[src/rtl/slim_combat_ctrl.sv]
// Per-frame combat sequencer for the slim group: attack edge detect, per-player cooldown,
// target arbitration, per-slim ALIVE/DYING/GONE and wave clear/respawn. Kills register on the attack edge.
module slim_combat_ctrl #(
    parameter int NUM_SLIM        = 3,
    parameter int DEATH_FRAMES    = 64,
    parameter int COOLDOWN_FRAMES = 16,
    parameter int RESPAWN_FRAMES  = 120
) (
    input  logic                  frame_clk,
    input  logic                  RESET,
    input  logic [1:0]            fight,
    input  logic [NUM_SLIM-1:0]   reach0,
    input  logic [NUM_SLIM-1:0]   reach1,
    output logic [NUM_SLIM-1:0]   dead,
    output logic [NUM_SLIM-1:0]   not_display,
    output logic [NUM_SLIM*6-1:0] death_cnt,
    output logic [NUM_SLIM-1:0]   killer,
    output logic [7:0]            score0,
    output logic [7:0]            score1,
    output logic [3:0]            wave,
    output logic                  wave_clear,
    output logic [1:0]            cooldown_busy
);

    localparam logic [1:0] S_ALIVE = 2'd0;
    localparam logic [1:0] S_DYING = 2'd1;
    localparam logic [1:0] S_GONE  = 2'd2;

    localparam logic [0:0] PLAY  = 1'b0;
    localparam logic [0:0] CLEAR = 1'b1;

    localparam logic [5:0] CD_LOAD    = 6'(COOLDOWN_FRAMES);
    localparam logic [5:0] DEATH_LAST = 6'(DEATH_FRAMES - 1);
    localparam logic [7:0] RC_LOAD    = 8'(RESPAWN_FRAMES - 1);

    logic [1:0]          slim_st [NUM_SLIM];
    logic [5:0]          dcnt    [NUM_SLIM];
    logic [1:0]          fight_q;
    logic [5:0]          cd0;
    logic [5:0]          cd1;
    logic                prio;
    logic [0:0]          wave_st;
    logic [7:0]          rc;

    logic [NUM_SLIM-1:0] alive;
    logic [NUM_SLIM-1:0] cand0;
    logic [NUM_SLIM-1:0] cand1;
    logic [NUM_SLIM-1:0] pick0;
    logic [NUM_SLIM-1:0] pick1;
    logic [NUM_SLIM-1:0] kill0;
    logic [NUM_SLIM-1:0] kill1;
    logic [1:0]          atk;
    logic                prio_flip;
    logic                all_gone;
    logic                respawn;

    function automatic logic [NUM_SLIM-1:0] lowest_set(input logic [NUM_SLIM-1:0] v);
        logic [NUM_SLIM-1:0] r;
        r = '0;
        for (int i = NUM_SLIM - 1; i >= 0; i--) begin
            if (v[i]) begin
                r    = '0;
                r[i] = 1'b1;
            end
        end
        return r;
    endfunction

    always_comb begin
        alive       = '0;
        dead        = '0;
        not_display = '0;
        death_cnt   = '0;
        for (int i = 0; i < NUM_SLIM; i++) begin
            alive[i]             = (slim_st[i] == S_ALIVE);
            dead[i]              = (slim_st[i] != S_ALIVE);
            not_display[i]       = (slim_st[i] == S_GONE);
            death_cnt[i*6 +: 6]  = dcnt[i];
        end
        all_gone      = &not_display;
        respawn       = (wave_st == CLEAR) && (rc == 8'd0);
        wave_clear    = (wave_st == CLEAR);
        cooldown_busy = {cd1 != 6'd0, cd0 != 6'd0};

        atk[0] = fight[0] & ~fight_q[0] & (cd0 == 6'd0);
        atk[1] = fight[1] & ~fight_q[1] & (cd1 == 6'd0);

        cand0 = reach0 & alive & {NUM_SLIM{wave_st == PLAY}};
        cand1 = reach1 & alive & {NUM_SLIM{wave_st == PLAY}};
        pick0 = lowest_set(cand0);
        pick1 = lowest_set(cand1);

        // On a simultaneous attack the prio player picks first; the other takes what remains.
        kill0 = '0;
        kill1 = '0;
        if (atk[0] && atk[1]) begin
            if (!prio) begin
                kill0 = pick0;
                kill1 = lowest_set(cand1 & ~pick0);
            end else begin
                kill1 = pick1;
                kill0 = lowest_set(cand0 & ~pick1);
            end
        end else if (atk[0]) begin
            kill0 = pick0;
        end else if (atk[1]) begin
            kill1 = pick1;
        end
        prio_flip = atk[0] && atk[1] && (pick0 != '0) && (pick0 == pick1);
    end

    always_ff @(posedge frame_clk or posedge RESET) begin
        if (RESET) begin
            fight_q <= 2'b11;
            cd0     <= '0;
            cd1     <= '0;
            prio    <= 1'b0;
            wave_st <= PLAY;
            rc      <= '0;
            score0  <= '0;
            score1  <= '0;
            wave    <= '0;
            killer  <= '0;
            for (int i = 0; i < NUM_SLIM; i++) begin
                slim_st[i] <= S_ALIVE;
                dcnt[i]    <= '0;
            end
        end else begin
            fight_q <= fight;

            if (atk[0])              cd0 <= CD_LOAD;
            else if (cd0 != 6'd0)    cd0 <= cd0 - 6'd1;
            if (atk[1])              cd1 <= CD_LOAD;
            else if (cd1 != 6'd0)    cd1 <= cd1 - 6'd1;

            if (prio_flip) prio <= ~prio;

            if (kill0 != '0 && score0 != 8'd255) score0 <= score0 + 8'd1;
            if (kill1 != '0 && score1 != 8'd255) score1 <= score1 + 8'd1;

            case (wave_st)
                PLAY: begin
                    if (all_gone) begin
                        wave_st <= CLEAR;
                        rc      <= RC_LOAD;
                    end
                end
                default: begin
                    if (rc == 8'd0) begin
                        wave_st <= PLAY;
                        if (wave != 4'd15) wave <= wave + 4'd1;
                    end else begin
                        rc <= rc - 8'd1;
                    end
                end
            endcase

            for (int i = 0; i < NUM_SLIM; i++) begin
                if (respawn) begin
                    slim_st[i] <= S_ALIVE;
                    dcnt[i]    <= '0;
                    killer[i]  <= 1'b0;
                end else begin
                    case (slim_st[i])
                        S_ALIVE: begin
                            if (kill0[i] || kill1[i]) begin
                                slim_st[i] <= S_DYING;
                                dcnt[i]    <= '0;
                                killer[i]  <= kill1[i];
                            end
                        end
                        S_DYING: begin
                            if (dcnt[i] == DEATH_LAST) slim_st[i] <= S_GONE;
                            else                       dcnt[i]    <= dcnt[i] + 6'd1;
                        end
                        default: ;
                    endcase
                end
            end
        end
    end

endmodule

[config.mk]
export PLATFORM = sky130hd
export DESIGN_NAME = slim_combat_ctrl
export DESIGN_NICKNAME = d
export VERILOG_FILES = /design/src/rtl/slim_combat_ctrl.sv
export SDC_FILE = /design/constraint.sdc
export NUM_CORES = 1
export LEC_CHECK = 0
export BUFFER_PORTS_ARGS = -buffer_cell sky130_fd_sc_hd__buf_2
export CAP_MARGIN = 0
export CORE_MARGIN = 5
export CORE_UTILIZATION = 56
export DETAILED_ROUTE_END_ITERATION = 6
export GPL_TIMING_DRIVEN = 0
export PLACE_DENSITY = 0.79
export SLEW_MARGIN = 15
export SYNTH_ARGS = -nofsm -noshare
export SYNTH_HDL_FRONTEND = slang
export SYNTH_SLANG_ARGS = --single-unit
[constraint.sdc]
create_clock -name frame_clk -period 3.3 [get_ports frame_clk]
set_input_delay 0.33 -clock frame_clk [delete_from_list [all_inputs] [get_ports frame_clk]]
set_output_delay 0.33 -clock frame_clk [all_outputs]
set_load 0.1 [all_outputs]
==> results of run 1 <==
-- worst min path at each step --
stage / slack [ns] / cells past startpoint / from / end
global placement: 0.46 / 1 / fight[1] / fight_q[1]
CTS: 0.002 / 2 / RESET / cd1[4]
finish: -0.01 / 2 / RESET / cd1[4]
floorplan: 0.33 / 0 / fight[0] / fight_q[0]
global route: 0.03 / 2 / RESET / cd1[2]
detailed placement: 0.38 / 2 / RESET / cd1[4]
-- through the flow --
step	hold WS [ns]	util [%]	setup slack, ns
finish	-0.01015	67.98	0.3494
global route	0.02768	67.98	0.09345
CTS	0.001753	67.98	0.3441
detailed placement	0.3768	64.72	0.4205
global placement	0.4590	64.39	0.2854
floorplan	0.3345	-	0.1274
-- cell families after synthesis --
| kind of cell | count (synthesis) |
|---|---|
| compound gates | 78 |
| xor+xnor | 22 |
| fa+ha+maj | 13 |
| buf+inv | 24 |
| flops | 71 |
| mux | 15 |
| simple gates | 181 |
-- placed cells by master (no fill, tap or decap), types with 3 or more instances in the layout --
master and count:
buf_2 59, nand2b_1 8, nor3b_1 6, nand3b_1 5, a21oi_1 24, nor2_1 40
o31ai_1 6, or4b_4 3, nor2b_1 6, o2bb2ai_1 4, o211ai_1 3, nand2_1 32
inv_1 16, nand4_1 3, dfrtp_1 69, o21ai_0 7, mux2i_1 4, nor4b_1 4
nand3_1 21, nor4_1 4, a21o_1 9, xnor2_1 10, a22o_1 3, xor2_1 12
mux2_2 9, or3_1 4, clkbuf_8 11, and3_1 5, nor3_1 17, ha_1 13
or2_2 4, a31oi_1 3, clkbuf_1 5
-- registers in the layout, summed over array words and instances, names as in the netlist --
signal and flops:
death_cnt 18, rc 8, score0 8, score1 8, cd0 6, cd1 6, slim_st 6, wave 4
killer 3, fight_q 2, prio 1, wave_clear 1
-- layout make-up --
type                       instances  area share [%]
clock inverter                     3           1.393
multi-input combinational        309           45.44
buffer                             6          0.8307
timing repair buffer              60           6.752
inverter                          18           1.501
tap                               96           2.572
clock buffer                      13           3.403
sequential                        71           38.10
-- power breakdown --
part	internal [mW]	total [mW]	switching, mW
clock	0.467	0.786	0.319
sequential	1.01	1.17	0.158
combinational	0.304	1.05	0.745
total	1.78	3.00	1.22
-- layer usage --
metal | routed length [um] | GRT usage, % | share of wire (%) | vias to the layer above
met3 | 477 | 6.056 | 5.6 | 12
met2 | 4013 | 34.16 | 47 | 79
met4 | 129 | 7.692 | 1.5 | 0
li1 | - | - | - | 1616
met5 | 0 | 0 | 0 | -
met1 | 3922 | 26.46 | 46 | 1583
-- worst reg2reg max path: cells and delay by family (launching register included) --
family / cells / cell delay, ns
AND/OR/NAND/NOR: 3 / 1.13
flip-flops: 1 / 0.45
multiplexers: 1 / 0.35
AO/OA/AOI/OAI: 2 / 0.34
buffers and inverters: 2 / 0.29
adder cells (fa/ha/maj): 1 / 0.26
-- synth_stat cells, drive strengths merged (8+ instances only) --
library cell,instances
a21o,9
a21oi,25
dfrtp,69
ha,13
inv,18
mux2,11
nand2,32
nand2b,8
nand3,21
nor2,40
nor3,19
o21ai,8
xnor2,10
xor2,12
==> qor.txt, run 1 <==
Area contributors post-synth -> dfrtp_1 43%, ha_1 4.1%, nor2_1 3.7%
Vias -> 3290
TritonRoute pass-1 iters -> 4
area leader, netlist -> dfrtp_1
total power -> 3.001 mW
critical-path cell list -> buf_6 > nor4b_2 > inv_1 > ha_1 > nor3_1 > a21o_1 > a31oi_2 > nor3b_1 > mux2_2
drt first-iter violations -> 184
Register Area -> 1779 um2
XOR/XNOR share of the synthesized area -> 4.808%
outcome -> finished with violations
CP delay by family, top -> simple AND/OR/NAND/NOR gates
final setup violation count -> 0
DRC Markers -> 0
Global Route Usage Sum -> 20.93%
total power per unit cell area -> 642.8 nW/um2
failing checks -> hold timing
Largest stage delay, worst path -> 0.60 ns
WL/cell -> 14.83 um
post-synth cell types -> 66
Worst Tran Pin Value -> 0.8298 ns
post-synthesis mux area share -> 4.184%
CTS Sinks -> 71
fmax -> 338.9 MHz
reg2reg start -> wave_clear
CP max-delay cell -> nor4b_2
EDFF count, synth -> 0
CTS tree -> yes
CP Buf/Inv Count -> 2
via/cell ratio -> 5.712
Syn Nets -> 427
largest net degree at the start of global routing -> 38
placed insts -> 560
Simple-Gate Fraction of Synth Area -> 25.88%
global-route wire length before repair -> 14.81 mm
ANT nets after route -> 0
FF-to-FF setup slack -> 0.35 ns
LEAKAGE -> 2.152 nW
hpwl dp -> 6.411 mm
Crit Path Category -> reg -> reg
routability cong. -> 0.8648
Die ar. -> 8948 um2
CTS buffer count -> 9
FF-to-FF path depth -> 9
post-cts resize count -> 0
Ys Warns -> 0
initial antenna violation count -> 0
HP Class -> in -> async
Final Max Tran Viols -> 0
total wire length -> 8.542 mm
critical path peak fanout -> 10
max cap viols -> 0
Crit. End Element -> flip-flop
#FFs+latches synth -> 71
I/O Buffers -> 59
Core Region -> 6869 um2
R2R Path End -> score0[6]
number of global-route vias before repair -> 3249
number of cells on the critical path -> 9
Syn Inst Count -> 404
adder-cell share of the synthesized area -> 4.059%
CTS clk-pin slew, worst paths -> 0.08 ns
Post-CTS Hold Fix Bufs -> 0
unrepaired setup endpoints after global routing -> no
non-filler cells in the finished layout -> 576
Final Instance Area -> 4669 um2
Fin Setup TNS -> 0 ns
H-tree levels -> 3
Clock Path Buffers -> 2
Top-Level Pins -> 60
period utilization -> 89.41%
post-placement cell area -> 4446 um2
area delta synth->final -> 16.52%
effective utilization at floorplan -> 58.34%
largest family of logic cells by synthesized area -> simple AND/OR/NAND/NOR gates
CP endpoint -> score0[6]
worst path required time -> 3.53 ns
Slew headroom -> 44.22%
footprint of the multi-input gates -> 2122 um2
worst vdd rail ir drop -> 0.8178 mV
insertion delay to the later sink of the worst-skew pair -> 0.35 ns
mapped cell area -> 4008 um2
Synth top area share -> 43.08%
Die Width -> 94.60 um
setup bufs post-CTS -> 0
die height -> 94.60 um
Avg Cell Area, Syn -> 9.920 um2
Hold WS -> -0.01015 ns
Synth Area in Compound Gates -> 14.02%
nets -> 498
filler instances -> 553
Critical Path Start Type -> flip-flop
ANT cells -> 0
clk_skew -> 0.01197 ns
sequential-to-total area share from yosys stat -> 44.40%
Root Buffer -> clkbuf_8
min Tclk post-route -> 2.951 ns
share of layout cells above drive strength 1 -> 23.33%
final hold violations -> 11
CP Launch Point -> wave_clear
Core Rows -> 30
Worst EP arrival -> 3.18 ns
Most used DFF post-synth -> dfrtp_1
grt total ovfl -> 0
Async SR Flop Fraction -> 100.0%
Power figures use the tool's default switching activity.
==> run 2, diff against run 1 <==
Settings changed: CELL_PAD_IN_SITES_DETAIL_PLACEMENT set to 1, CELL_PAD_IN_SITES_GLOBAL_PLACEMENT set to 1, CORE_UTILIZATION 56 to 44, PLACE_DENSITY 0.79 to not set, PLACE_DENSITY_LB_ADDON set to 0.1.
==> run 2 against run 1 <==
The flow now finishes without violations. First-iteration DRC count decreased by 42%. Combinational power about the same. Clock power decreased by 19%. Maximum frequency decreased by 1.4%. Wire length increased by 12%. Register-to-register slack got worse by 0.04 ns. Worst setup slack got worse by 0.042 ns. Total power decreased by 4.8%. Clock skew about the same. Critical endpoint unchanged.
==> qor.txt, run 2 (synthesized netlist as in run 1, its figures left out) <==
outcome -> finished, final reports clean
die height -> 105.4 um (+11%)
Reg power frac -> 40.9% (+2.0 points)
filler instances -> 1046 (+89%)
largest net degree at the start of global routing -> 42 (+11%)
DRC Markers -> 0 (unchanged)
setup bufs post-CTS -> 0 (unchanged)
WL/cell -> 16.29 um (+9.9%)
Post-CTS Hold Fix Bufs -> 0 (unchanged)
share of layout cells above drive strength 1 -> 22.92% (-0.42 points)
TritonRoute pass-1 iters -> 4 (unchanged)
insertion delay to the later sink of the worst-skew pair -> 0.35 ns (about the same)
post-cts resize count -> 0 (unchanged)
H-tree levels -> 3 (unchanged)
final hold violations -> 0 (-11)
Top-Level Pins -> 60 (unchanged)
Global Route Usage Sum -> 18.07% (-2.9 points)
Vias -> 3301 (+0.33%)
Final Max Tran Viols -> 0 (unchanged)
Hold WS -> 0.02875 ns (+0.03890 ns)
commonest non-fill, non-tap cell in the layout -> dfrtp_1
Crit. End Element -> flip-flop
via/cell ratio -> 5.614 (-1.7%)
P_sw -> 1.229 mW (+0.54%)
CP Launch Point -> wave_clear
unrepaired setup endpoints after global routing -> no
Fin Setup TNS -> 0 ns (unchanged)
met3 routed wirelength -> 317 um (-34%)
commonest non-fill, non-tap cells in the layout -> 69 x dfrtp_1, 59 x buf_2, 40 x nor2_1
Critical Path Start Type -> flip-flop
Core Region -> 8806 um2 (+28%)
Root Buffer -> clkbuf_8
max cap viols -> 0 (unchanged)
Largest stage delay, worst path -> 0.64 ns (+0.04 ns)
LEAKAGE -> 2.126 nW (-1.2%)
ANT cells -> 0 (unchanged)
clk_skew -> 0.01202 ns (+0.00004810 ns)
Crit Path Category -> reg -> reg
min Tclk post-route -> 2.993 ns (+0.04250 ns)
CTS buffer count -> 9 (unchanged)
final worst slack -> 0.3069 ns (-0.04250 ns)
total wire length -> 9.580 mm (+12%)
reg2reg start -> wave_clear
drt first-iter violations -> 107 (-42%)
critical-path cell list -> buf_6 > nor4b_2 > inv_1 > ha_1 > nor3_1 > a21o_1 > a31oi_2 > nor3b_1 > mux2_2
Worst Tran Pin Value -> 0.9009 ns (+0.07108 ns)
Switching Share -> 43.00% (+2.3 points)
worst vdd rail ir drop -> 0.6084 mV (-26%)
clock network fraction of total power -> 22.2% (-4.0 points)
FF-to-FF setup slack -> 0.31 ns (-0.04 ns)
nets -> 498 (unchanged)
I/O Buffers -> 59 (unchanged)
Core Rows -> 34 (+13%)
Slew headroom -> 39.44% (-4.8 points)
CP Buf/Inv Count -> 2 (unchanged)
hpwl dp -> 7.330 mm (+14%)
total length of routed met2 wires -> 4.610 mm (+15%)
CP max-delay cell -> nor4b_2
HP Class -> in -> async
critical path peak fanout -> 10 (unchanged)
area delta synth->final -> 15.58%
R2R Path End -> score0[6]
highest routed layer -> met4
Power Internal -> 1.629 mW (-8.5%)
CTS tree -> yes
Die ar. -> 11120 um2 (+24%)
total power per unit cell area -> 616.9 nW/um2 (-4.0%)
initial antenna violation count -> 0 (unchanged)
global-route wire length before repair -> 16.44 mm (+11%)
fmax -> 334.1 MHz (-1.4%)
routability cong. -> 0.8241 (-4.7%)
CTS clk-pin slew, worst paths -> 0.08 ns (about the same)
Die Width -> 105.4 um (+11%)
Worst EP arrival -> 3.22 ns (+0.04 ns)
effective utilization at floorplan -> 45.51% (-13 points)
combinational power share -> 36.9% (+2.0 points)
CP delay by family, top -> simple AND/OR/NAND/NOR gates
ANT nets after route -> 0 (unchanged)
grt total ovfl -> 0 (unchanged)
Clock Path Buffers -> 2 (unchanged)
period utilization -> 90.70% (+1.3 points)
max reg flops -> 18 (unchanged)
CTS Sinks -> 71 (unchanged)
Post-Place Worst Slack -> 0.3474 ns (-0.07307 ns)
final setup violation count -> 0 (unchanged)
Routed met1 length -> 4.496 mm (+15%)
number of global-route vias before repair -> 3431 (+5.6%)
worst path required time -> 3.53 ns (about the same)
FF-to-FF path depth -> 9 (unchanged)
==> run 2: cell types whose count changed in the layout (fill, tap and decap cells not counted), sizes merged <==
cell,previous run,this run
bufinv,2,0
clkbuf,17,19
==> run 2: cell type report <==
cell class                 count  area (um2)  area share (%)
inverter                      18       70.07           1.513
timing repair buffer          60       315.3           6.807
sequential                    71        1779           38.41
buffer                         6       38.79          0.8374
clock buffer                  15       166.4           3.593
tap                          108       135.1           2.917
clock inverter                 1       5.005          0.1080
multi-input combinational    309        2122           45.81
==> run 2: worst max path at each step <==
stage / to / slack [ns] / depth (start not counted)
2_1_floorplan: rc[3] / 0.13 / 8
3_3_place_gp: wave[1] / 0.19 / 2
3_5_place_dp: score0[1] / 0.35 / 9
4_1_cts: score0[6] / 0.34 / 9
5_1_grt: death_cnt[10] / 0.04 / 8
6_report: score0[6] / 0.31 / 9
==> run 2: power groups by stage <==
stage | clock network [mW] | registers (mW) | logic, mW
6_report | 0.633 | 1.17 | 1.05
5_1_grt | 0.693 | 1.19 | 1.14
4_1_cts | 0.652 | 1.17 | 1.07
3_5_place_dp | 0 | 1.19 | 1.06
3_3_place_gp | 0 | 1.17 | 1.03
2_1_floorplan | 0 | 1.51 | 0.515
==> run 2: metal layers <==
layer | vias to the layer above | track usage [%]
met4 | 0 | 6.560
met3 | 14 | 3.362
li1 | 1602 | -
met2 | 58 | 30.56
met1 | 1627 | 23.09
met5 | - | 0
==> run 2: stage by stage <==
step	total power, mW	instance area, um2	std cells	util [%]
6_report	2.857	4632	588	52.60
3_3_place_gp	2.202	4438	571	50.40
4_1_cts	2.890	4632	588	52.60
2_1_floorplan	2.026	4008	404	-
5_1_grt	3.024	4632	588	52.60
3_5_place_dp	2.247	4461	572	50.65
==> run 3, diff against run 2 <==
Settings changed: CORE_UTILIZATION 44 to 40, SKIP_CTS_REPAIR_TIMING set to 1.
Clock period 3.3 ns to 2.55 ns, I/O delays scaled along.
==> run 3 against run 2 <==
The run now ends with setup timing left. Clock skew shrank 0.0022 ns. Critical endpoint is now death_cnt[6]. Flip-flop and latch count is the same. Core utilization decreased by 2.0 points. Global-route usage is 0.39 points lower.
==> qor.txt, run 3 (synthesized netlist as in run 1, its figures left out) <==
clk_skew -> 0.009812 ns (-0.002203 ns)
TritonRoute pass-1 iters -> 4 (unchanged)
Global Route Usage Sum -> 17.68% (-0.39 points)
period utilization -> 101.3% (+11 points)
Fin Setup TNS -> -0.08317 ns (-0.08317 ns)
total power -> 3.845 mW (+35%)
HP Class -> in -> reg
Worst Tran Pin Value -> 0.5645 ns (-0.3364 ns)
CTS tree -> yes
max cap viols -> 0 (unchanged)
final worst slack -> -0.03401 ns (-0.3409 ns)
CTS Sinks -> 71 (unchanged)
ANT cells -> 0 (unchanged)
final hold violations -> 0 (unchanged)
global-route wire length before repair -> 16.75 mm (+1.9%)
commonest non-fill, non-tap cells in the layout -> 65 x dfrtp_1, 59 x buf_2, 40 x nor2_1
Switching Share -> 43.58% (+0.58 points)
area delta synth->final -> 23.51%
final setup violation count -> 4 (+4)
I/O Buffers -> 59 (unchanged)
commonest non-fill, non-tap cell in the layout -> dfrtp_1
effective utilization at floorplan -> 41.00% (-4.5 points)
Top-Level Pins -> 60 (unchanged)
worst vdd rail ir drop -> 0.7929 mV (+30%)
Reg power frac -> 39.5% (-1.4 points)
Worst Hold Path Cells -> 1
Root Buffer -> clkbuf_8
Die Width -> 110.1 um (+4.4%)
Slew headroom -> 61.85% (+22 points)
Worst EP arrival -> 2.83 ns (-0.39 ns)
die height -> 110.1 um (+4.4%)
Final Core Density -> 50.64% (-2.0 points)
critical path peak fanout -> 6 (-4)
Core Rows -> 36 (+5.9%)
Clock Path Buffers -> 2 (unchanged)
combinational power share -> 36.2% (-0.7 points)
Power Internal -> 2.170 mW (+33%)
WL/cell -> 16.76 um (+2.9%)
hold path start -> fight[1]
grt total ovfl -> 0 (unchanged)
Critical Path Start Type -> flip-flop
max reg flops -> 18 (unchanged)
insertion delay to the later sink of the worst-skew pair -> 0.36 ns (about the same)
Vias -> 3339 (+1.2%)
FF-to-FF setup slack -> -0.03 ns (-0.34 ns)
reg2reg start -> wave_clear
Crit. End Element -> flip-flop
DRC Markers -> 0 (unchanged)
FF-to-FF path depth -> 7 (-2)
LEAKAGE -> 2.225 nW (+4.6%)
initial antenna violation count -> 1 (+1)
worst path required time -> 2.80 ns (-0.73 ns)
share of layout cells above drive strength 1 -> 30.49% (+7.6 points)
nets -> 510 (+2.4%)
failing checks -> setup timing
Crit Path Category -> reg -> reg
clock network fraction of total power -> 24.3% (+2.1 points)
unrepaired setup endpoints after global routing -> yes
Final Max Tran Viols -> 0 (unchanged)
ANT nets after route -> 0 (unchanged)
min Tclk post-route -> 2.584 ns (-0.4091 ns)
CTS clk-pin slew, worst paths -> 0.08 ns (about the same)
P_sw -> 1.676 mW (+36%)
total wire length -> 10.47 mm (+9.3%)
CP Launch Point -> wave_clear
outcome -> finished with violations
CTS buffer count -> 9 (unchanged)
fmax -> 387.0 MHz (+16%)
H-tree levels -> 3 (unchanged)
Die ar. -> 12120 um2 (+9.0%)
largest net degree at the start of global routing -> 39 (-7.1%)
drt first-iter violations -> 80 (-25%)
Hold Path End -> fight_q[1]
placed insts -> 597 (+4.4%)
Core Region -> 9774 um2 (+11%)
non-filler cells in the finished layout -> 625 (+6.3%)
hpwl dp -> 7.596 mm (+3.6%)
routability cong. -> 0.8222 (-0.23%)
number of global-route vias before repair -> 3421 (-0.29%)
via/cell ratio -> 5.342 (-4.8%)
R2R Path End -> death_cnt[6]
total power per unit cell area -> 776.9 nW/um2 (+26%)
run 3: cell count changes in the layout (fill, tap and decap cells not counted), moves of 3 or more:
cell      delta
nor2b_2      +3
clkbuf_1     -4
buf_4       +11
dfrtp_2      +4
nor2b_1      -3
a21oi_1      -3
dfrtp_1      -4
run 3: cell type report:
class / instances / area, um2
Clock buffer: 9 / 123.9
Sequential cell: 71 / 1784
Inverter: 18 / 70.07
Buffer: 5 / 37.54
Timing Repair Buffer: 73 / 417.9
Clock inverter: 7 / 72.57
Tap cell: 133 / 166.4
Fill cell: 1138 / 4825
Multi-Input combinational cell: 309 / 2277
run 3: worst max path at each step:
stage	endpoint	slack [ns]	cells after the start
after CTS	death_cnt[6]	-0.44	8
after global placement	wave_clear	-0.84	2
final	death_cnt[6]	-0.03	7
after global routing	death_cnt[10]	-0.23	7
after floorplan	death_cnt[12]	-0.13	7
after detailed placement	death_cnt[6]	-0.43	8
run 3: metrics by stage:
stage          worst slack, ns  hold slack [ns]  area [um2]
2_1_floorplan          -0.1336           0.2595        4058
3_3_place_gp           -0.8399           0.3828        4519
3_5_place_dp           -0.4323           0.3163        4542
4_1_cts                -0.4388         -0.08598        4738
5_1_grt                -0.2326          0.01494        4950
6_report              -0.03401          0.02478        4950
run 3: layer usage:
| layer | vias up | part of all wire [%] | wire length [um] | track usage (%) |
|---|---|---|---|---|
| met3 | 13 | 2.9 | 305 | 3.611 |
| li1 | 1637 | - | - | - |
| met4 | 2 | 1.4 | 149 | 6.245 |
| met2 | 42 | 50 | 5214 | 29.55 |
| met5 | - | 0.12 | 13 | 0 |
| met1 | 1645 | 46 | 4790 | 22.72 |
run 3: power groups by stage:
stage | clock network [mW] | registers, mW | logic (mW)
CTS | 0.961 | 1.52 | 1.39
floorplan | 0 | 1.96 | 0.674
global placement | 0 | 1.53 | 1.34
global route | 1.02 | 1.55 | 1.50
detailed placement | 0 | 1.54 | 1.38
finish | 0.933 | 1.52 | 1.39
run 3: critical path: stages, from the launching register on:
cell     delay [ns]
dfrtp_2        0.46
buf_8          0.15
or4b_1         0.58
a21oi_2        0.21
nor4b_1        0.34
a31oi_1        0.17
a31o_4         0.30
mux2_4         0.27
